## src/rtl/alu_pkg.sv

```systemverilog
// Shared ALU definitions: operation encoding used by the alu, the issue stage and its bench.
package alu_pkg;

  typedef enum logic [1:0] {
    ADD = 2'b00,
    SUB = 2'b01,
    AND = 2'b10,
    OR  = 2'b11
  } alu_mode_e;

endpackage

```

## src/rtl/alu_issue_stage_if.sv

```systemverilog
// Upstream op handshake and downstream result handshake of the alu issue stage.
interface alu_issue_stage_if #(
  parameter int DATA_WIDTH = 8
);
  logic                   in_valid;
  logic                   in_ready;
  logic [DATA_WIDTH-1:0]  in_a;
  logic [DATA_WIDTH-1:0]  in_b;
  alu_pkg::alu_mode_e     in_mode;
  logic                   out_valid;
  logic                   out_ready;
  logic [DATA_WIDTH-1:0]  out_result;
  alu_pkg::alu_mode_e     out_mode;

  modport master (
    output in_valid, in_a, in_b, in_mode, out_ready,
    input  in_ready, out_valid, out_result, out_mode
  );

  modport slave (
    input  in_valid, in_a, in_b, in_mode, out_ready,
    output in_ready, out_valid, out_result, out_mode
  );
endinterface

```

## src/rtl/alu_op_fifo.sv

```systemverilog
// Synchronous op FIFO; head is the entry at rd_ptr, count spans 0..DEPTH inclusive.
module alu_op_fifo #(
  parameter int WIDTH = 18,
  parameter int DEPTH = 4
) (
  input  logic                       clk,
  input  logic                       reset,
  input  logic                       push,
  input  logic                       pop,
  input  logic [WIDTH-1:0]           wr_data,
  output logic [WIDTH-1:0]           head,
  output logic [$clog2(DEPTH):0]     count,
  output logic                       full,
  output logic                       empty
);

  localparam int AW = $clog2(DEPTH);
  localparam int CW = AW + 1;

  logic [WIDTH-1:0] mem [DEPTH];
  logic [AW-1:0]    wr_ptr;
  logic [AW-1:0]    rd_ptr;
  logic             do_push;
  logic             do_pop;

  assign full    = (count == CW'(DEPTH));
  assign empty   = (count == '0);
  assign do_push = push & ~full;
  assign do_pop  = pop & ~empty;
  assign head    = mem[rd_ptr];

  // pointer/count control
  always_ff @(posedge clk) begin
    if (reset) begin
      wr_ptr <= '0;
      rd_ptr <= '0;
      count  <= '0;
    end else begin
      if (do_push) wr_ptr <= wr_ptr + AW'(1);
      if (do_pop)  rd_ptr <= rd_ptr + AW'(1);
      case ({do_push, do_pop})
        2'b10:   count <= count + CW'(1);
        2'b01:   count <= count - CW'(1);
        default: count <= count;
      endcase
    end
  end

  // storage is data only, never reset
  always_ff @(posedge clk) begin
    if (do_push) mem[wr_ptr] <= wr_data;
  end

endmodule

```

## src/rtl/alu_issue_stage.sv

```systemverilog
// Issue stage: buffers ops, drives the FIFO head into an external alu, registers its result.
module alu_issue_stage
  import alu_pkg::*;
#(
  parameter int DATA_WIDTH = 8,
  parameter int DEPTH      = 4
) (
  input  logic                     clk,
  input  logic                     reset,
  alu_issue_stage_if.slave         bus,
  output logic [DATA_WIDTH-1:0]    alu_a,
  output logic [DATA_WIDTH-1:0]    alu_b,
  output alu_mode_e                alu_mode,
  input  logic [DATA_WIDTH-1:0]    alu_result,
  output logic [$clog2(DEPTH):0]   count
);

  localparam int EW = 2 * DATA_WIDTH + 2;

  logic                  ready_en;
  logic                  push;
  logic                  pop;
  logic                  full;
  logic                  empty;
  logic [EW-1:0]         head;
  logic                  vld_p1;
  logic [DATA_WIDTH-1:0] res_p1;
  alu_mode_e             mode_p1;

  // ready_en holds in_ready low until the first edge after reset releases
  assign bus.in_ready = ready_en & ~full;
  assign push         = bus.in_valid & bus.in_ready;
  assign pop          = ~empty & (~vld_p1 | bus.out_ready);

  alu_op_fifo #(
    .WIDTH (EW),
    .DEPTH (DEPTH)
  ) u_fifo (
    .clk     (clk),
    .reset   (reset),
    .push    (push),
    .pop     (pop),
    .wr_data ({bus.in_mode, bus.in_a, bus.in_b}),
    .head    (head),
    .count   (count),
    .full    (full),
    .empty   (empty)
  );

  // p0: FIFO head onto the alu, parked at 0/0/ADD while empty
  always_comb begin
    alu_a    = '0;
    alu_b    = '0;
    alu_mode = ADD;
    if (!empty) begin
      alu_mode = alu_mode_e'(head[EW-1 -: 2]);
      alu_a    = head[2*DATA_WIDTH-1 -: DATA_WIDTH];
      alu_b    = head[DATA_WIDTH-1:0];
    end
  end

  // p1: output register, captured whenever the slot is free or being drained
  always_ff @(posedge clk) begin
    if (reset) begin
      ready_en <= 1'b0;
      vld_p1   <= 1'b0;
      res_p1   <= '0;
      mode_p1  <= ADD;
    end else begin
      ready_en <= 1'b1;
      if (pop) begin
        res_p1  <= alu_result;
        mode_p1 <= alu_mode;
        vld_p1  <= 1'b1;
      end else if (vld_p1 && bus.out_ready) begin
        vld_p1  <= 1'b0;
      end
    end
  end

  assign bus.out_valid  = vld_p1;
  assign bus.out_result = res_p1;
  assign bus.out_mode   = mode_p1;

endmodule
```

## src/flat_wrapper.sv

```systemverilog
// flat-port wrapper written by rule: the top's interface ports become plain ports
module alu_issue_stage_flat import alu_pkg::*;
#(
  parameter int DATA_WIDTH = 8,
  parameter int DEPTH      = 4
)
  (clk, reset, alu_a, alu_b, alu_mode, alu_result, count, bus_in_valid, bus_in_a, bus_in_b, bus_in_mode, bus_out_ready, bus_in_ready, bus_out_valid, bus_out_result, bus_out_mode);
  alu_issue_stage_if #(.DATA_WIDTH(DATA_WIDTH)) bus_i ();
  input  logic clk;
  input  logic reset;
  output logic [DATA_WIDTH-1:0] alu_a;
  output logic [DATA_WIDTH-1:0] alu_b;
  output alu_mode_e alu_mode;
  input  logic [DATA_WIDTH-1:0] alu_result;
  output logic [$clog2(DEPTH):0] count;
  input wire logic [$bits(bus_i.in_valid)-1:0] bus_in_valid;
  input wire logic [$bits(bus_i.in_a)-1:0] bus_in_a;
  input wire logic [$bits(bus_i.in_b)-1:0] bus_in_b;
  input wire logic [$bits(bus_i.in_mode)-1:0] bus_in_mode;
  input wire logic [$bits(bus_i.out_ready)-1:0] bus_out_ready;
  output wire logic [$bits(bus_i.in_ready)-1:0] bus_in_ready;
  output wire logic [$bits(bus_i.out_valid)-1:0] bus_out_valid;
  output wire logic [$bits(bus_i.out_result)-1:0] bus_out_result;
  output wire logic [$bits(bus_i.out_mode)-1:0] bus_out_mode;
  assign bus_i.in_valid = bus_in_valid;
  assign bus_i.in_a = bus_in_a;
  assign bus_i.in_b = bus_in_b;
  assign bus_i.in_mode = bus_in_mode;
  assign bus_i.out_ready = bus_out_ready;
  assign bus_in_ready = bus_i.in_ready;
  assign bus_out_valid = bus_i.out_valid;
  assign bus_out_result = bus_i.out_result;
  assign bus_out_mode = bus_i.out_mode;
  alu_issue_stage #(.DATA_WIDTH(DATA_WIDTH), .DEPTH(DEPTH)) u_core (.clk(clk), .reset(reset), .bus(bus_i), .alu_a(alu_a), .alu_b(alu_b), .alu_mode(alu_mode), .alu_result(alu_result), .count(count));
endmodule
```

## config.mk

```make
export PLATFORM = sky130hd
export DESIGN_NAME = alu_issue_stage_flat
export DESIGN_NICKNAME = d
export VERILOG_FILES = /design/src/rtl/alu_pkg.sv /design/src/rtl/alu_issue_stage_if.sv /design/src/rtl/alu_op_fifo.sv /design/src/rtl/alu_issue_stage.sv /design/src/flat_wrapper.sv
export SDC_FILE = /design/constraint.sdc
export NUM_CORES = 1
export LEC_CHECK = 0
export BUFFER_PORTS_ARGS = -buffer_cell sky130_fd_sc_hd__buf_2
export CAP_MARGIN = 15
export CELL_PAD_IN_SITES_DETAIL_PLACEMENT = 1
export CELL_PAD_IN_SITES_GLOBAL_PLACEMENT = 1
export CORE_ASPECT_RATIO = 1.75
export CORE_MARGIN = 2
export CORE_UTILIZATION = 35
export CTS_CLUSTER_DIAMETER = 150
export DETAILED_ROUTE_END_ITERATION = 7
export PLACE_DENSITY = 0.66
export SLEW_MARGIN = 30
export SYNTH_ARGS = -nofsm -noshare
export SYNTH_HDL_FRONTEND = slang
export SYNTH_SLANG_ARGS = --single-unit
```

## constraint.sdc

```tcl
create_clock -name clk -period 3.1 [get_ports clk]
set_clock_uncertainty 0.15 [all_clocks]
set_input_delay 0.62 -clock clk [delete_from_list [all_inputs] [get_ports clk]]
set_output_delay 0.62 -clock clk [all_outputs]
set_load 0.01 [all_outputs]
```

* Yosys cells after proc, flatten, opt, wreduce, memory -nomap -nowiden
Memory sizes are Yosys's and may differ from the RTL's. A register that Yosys moved wholly into a read port is not among the register bits.
Index checks and enable logic that the tools add are counted.
W data, S select, Z words.
** Storage, ports and cells
- Flip-flop bits (word level) :: 19
- Bits in latches :: 0
- Memory bits (writable) :: 72
- Memory bits (read-only) :: 0
- Bits of input ports :: 30
- Output and inout port bits :: 33
- Memories kept :: 1
** Operators by class
- Add/sub/neg operators :: 4
- Multiply operators :: 0
- Divide/modulo/power cells :: 0
- Magnitude comparators :: 0
- Equal/unequal tests :: 3
- Shift-type cells :: 0
- Mux-type cells :: 11
- Bitwise gates (word level) :: 9
- Reduce and logical (&&, ||, !) cells :: 4
** Memories
- u_core.u_fifo.mem :: words 4, bits a word 18, read ports 1, clocked after memory_dff 1, wr ports 1, RTL line alu_op_fifo.sv:20 : logic [WIDTH-1:0] mem [DEPTH];
** Operators with widths (count)
- $mux W8 :: 2
- $mux W2 :: 3
- $pmux W3 S2 :: 1
- $and A1 B1 Y1 :: 5
- $mux W1 :: 5
- $add A2 B1 Y2 const B :: 2
- $reduce_bool A2 Y1 :: 2
- $add A3 B1 Y3 const B :: 1
- $eq A3 B3 Y1 const B :: 1
- $logic_not A3 Y1 :: 1
- $not A1 Y1 :: 3
- $sub A3 B1 Y3 const B :: 1
- $eq A2 B1 Y1 const B :: 1
- $eq A2 B2 Y1 const B :: 1
- $logic_and A1 B1 Y1 :: 1
- $or A1 B1 Y1 :: 1

* Logic depth before layout (Yosys ltp)
- Depth in word-level cells :: 7
- Mapped depth :: 9

* Modules after synthesis
Synthesis repeated with hierarchy kept, for this count alone.
** Unflattened totals
- Cell total of the unflattened synthesis :: 219
- Area, all modules :: 3733.6 um2
** Modules (own cells, without submodules)
- alu_op_fifo :: instances 1, cells an instance 148, area an instance 3114.2 um2
- alu_issue_stage :: instances 1, cells an instance 71, area an instance 619.3 um2

* Least setup slack after synthesis
Ideal clock, no wire load.
- Path kind :: reg2reg
- Start :: register u_core.u_fifo.count[2]
- End :: register u_core.u_fifo.count[2]
- Setup time :: 0.070 ns
- Arrival time :: 2.132 ns
- Path slack :: 0.747 ns
- Stages on the path, launching flop included :: 10
- Buffers on the path :: 0
- Period minus slack after synthesis :: 2.353 ns
- Cells stage by stage :: dfxtp_1 -> inv_1 -> o311a_2 -> inv_1 -> ha_1 -> inv_1 -> fa_1 -> xor2_1 -> or3_1 -> a21oi_1
** Between the ends
- Longest elaborated chain between the ends :: 7
- Elaborated cells between the ends (all ways) :: 15
** Ends and longest elaborated chain
- from (decl) :: RTL line alu_op_fifo.sv:12 : output logic [$clog2(DEPTH):0] count,
- from (signal assigned) :: RTL line alu_op_fifo.sv:42 : 2'b10: count <= count + CW'(1);
- from (signal assigned) :: RTL line alu_op_fifo.sv:43 : 2'b01: count <= count - CW'(1);
- from (signal assigned) :: RTL line alu_op_fifo.sv:44 : default: count <= count;
- $eq A3 B3 Y1 :: RTL line alu_op_fifo.sv:26 : assign full = (count == CW'(DEPTH));
- $not A1 Y1 :: RTL line alu_op_fifo.sv:28, alu_issue_stage.sv:31
- $and A1 B1 Y1 :: RTL line alu_issue_stage.sv:31 : assign bus.in_ready = ready_en & ~full;
- $and A1 B1 Y1 :: RTL line alu_issue_stage.sv:32 : assign push = bus.in_valid & bus.in_ready;
- $and A1 B1 Y1 :: RTL line alu_op_fifo.sv:28 : assign do_push = push & ~full;
- $eq A2 B1 Y1 / $eq A2 B2 Y1 (equally long branches) :: RTL line alu_op_fifo.sv:41 : case ({do_push, do_pop})
- $pmux W3 S2 / $reduce_bool A2 Y1 (equally long branches)
Parallel ways exist; a longest one is shown, timed or not.
A chain may end at the register's enable or synchronous reset.

==> metrics <==
pin count of the biggest net entering global routing=30; clk buf depth=2; vias in the first global route=between 2000 and 2500; Post-DP Area=4120 um^2; CTS sink cnt=between 90 and 100; Root Buffer=clkbuf_16; first-pass GRT wire length=about 12000 um; DRC=0; unrepaired setup endpoints after global routing=false; Final HPWL DP=slightly below 5000 um; Max Freq=about 380 MHz; CTS tree=done; Avg Cell Area, Syn=approximately 17 um^2; DR iter-0 viols=between 90 and 100; Max IR drop VDD=approximately 0.00037 V; I/O pins=63; Die Wd=about 81 um; yosys warns=0; fin util=0.430; Slew @ Worst Pin=about 460 ps; CP required=2330 ps; Num CTS Buffers=9; Mapped Nets=256; Finished Layout Cells=roughly 420; dpl cells=between 400 and 500; Core Box Area=about 10000 um^2; GRT overflow=0; Critical Path Sink Type=primary output; LEAKAGE=approximately 1.6 nW; drt total wl=around 7500 um; vias=2100; Hold Buf Count CTS=0; Crit-path slowest cell=mux4_2; status=completed; Gate Count Post-Synth=between 200 and 250; Resized cells post-CTS=0; Crit Path Category=reg2out; drt first pass iters=4; Max FO, Critical Path=18; Slew HR=0.692; row count=between 40 and 50; final net count=about 330; Final Hold Viols=0; Clk pin slew, worst setup/hold paths=around 70 ps; Die ar.=11300 um^2; Critical Path Source Type=flop; final setup violating endpoints=0; Max H-tree Level=3; Finished Cell Area=about 4400 um^2; TNS Setup=0 ps; GRT Total Usage=0.142; post-CTS setup buffers=0; initial core utilization=0.358; drt wl/cell=between 15 and 20 um; Period minus WS final=~2600 ps; Avg Vias per Cell=around 5; Seq/Total Area, Yosys=0.705; Hold Path Class=reg2reg; Mapped Area=between 3000 and 4000 um^2; clock latency on the worst-skew pair=approximately 340 ps; post-route ant nets=0; final total power=approximately 3.8 mW; initial antenna violation count=0; slowest stage delay, CP=roughly 550 ps; PD cells=867 nW/um^2; Area Overhead vs Synth=20.3%; share of cells above drive strength 1=0.371; IO Port Bufs=62; number of inserted diodes=0; synth unique cells=30; max-slew violations=0; number of max-cap violations=0; global placer's final weighted congestion=roughly 0.7; Cell Chain, Critical Path=buf_4 -> mux4_2 -> and2_1 -> buf_2; Tcrit/Tclk final=0.852; Yosys reg bits=93; Chip Height=around 140 um; most frequent cells in the layout=72 x edfxtp_1, 62 x buf_2, 22 x and2_1; Arrival @ worst endpoint=approximately 1900 ps; most common cell after layout, fill and taps aside=edfxtp_1
==> layer usage <==
layer	vias to the layer above	track usage	share of wire
li1	973	-	-
met1	1069	0.148	0.38
met2	48	0.260	0.56
met3	10	0.0285	0.044
met4	0	0.0696	0.021
met5	-	0	0
==> worst max-delay path, delay by kind of cell (launching register included) <==
family        cells  cell delay [ps]
buf+inv           2              470
simple gates      1              190
flops             1              310
mux               1              550
==> where the power goes <==
group / switching (mW) / internal (mW)
sequential: 0.0656 / 1.47
clock: 0.504 / 0.565
combinational: 0.662 / 0.550
total: 1.23 / 2.59
==> metrics by stage <==
| step | hold WS, ps | setup WS, ps |
|---|---|---|
| 4_1_cts | 327 | 405 |
| 3_3_place_gp | 307 | 736 |
| 2_1_floorplan | 318 | 747 |
| 3_5_place_dp | 318 | 666 |
| 6_report | 328 | 459 |
| 5_1_grt | 332 | 340 |
==> layout make-up <==
class | instances | area (um^2)
sequential | 93 | 2580
multi-input combinational | 106 | 971
tap | 127 | 159
fill | 1070 | 5830
timing repair buffer | 70 | 370
clock buffer | 9 | 225
inverter | 9 | 33.8
clock inverter | 7 | 62.6
==> final timing paths <==
| path | start | end | slack [ps] | cells after the start |
|---|---|---|---|---|
| min | u_core.bus.out_result[6] | u_core.bus.out_result[6] | 330 | 2 |
| max reg2reg | u_core.u_fifo.count[2] | u_core.u_fifo.count[2] | 660 | 9 |
| max | flop | alu_b[6] | 460 | 4 |
| min reg2reg | u_core.bus.out_result[6] | u_core.bus.out_result[6] | 330 | 2 |
==> synth_stat cells <==
cell type	instances	area (um^2)
o311a_2	1	11.3
clkbuf_1	4	15.0
or3_1	2	12.5
edfxtp_1	72	2160
nor2_1	7	26.3
nor3_1	1	5.00
a31o_1	1	8.76
mux2_2	1	11.3
dfxtp_1	21	420
mux4_2	18	405
buf_4	1	7.51
inv_1	9	33.8
buf_6	3	33.8
or2b_1	1	7.51
xor2_1	2	17.5
a21oi_1	15	75.1
fa_1	1	20.0
nand3_1	10	50.1
clkbuf_2	2	10.0
and2_1	22	138
ha_1	5	62.6
nor2b_1	1	6.26
mux2i_1	1	10.0
or3_4	1	11.3
a311oi_2	1	15.0
buf_1	1	3.75
buf_2	1	5.00
o31a_2	1	10.0
o21ai_0	12	60.1
nand2_1	2	7.51
==> flip-flops by register name, summed over array words and instances, names as in the netlist, named ones only <==
name / cells
u_core.u_fifo.mem: 72
u_core.u_fifo.rd_ptr: 2
u_core.bus.out_valid: 1
u_core.bus.out_result: 8
u_core.bus.out_mode: 2
u_core.ready_en: 1
u_core.u_fifo.wr_ptr: 2
u_core.u_fifo.count: 3
==> cell families after synthesis <==
logic type      Yosys count  share of synthesized area
xor+xnor                  2                    0.00478
mux                      20                      0.117
flops                    93                      0.705
simple gates             47                     0.0721
compound gates           31                     0.0492
buf+inv                  21                     0.0297
fa+ha+maj                 6                     0.0225
No activity file was read; power rests on OpenSTA's default activity.
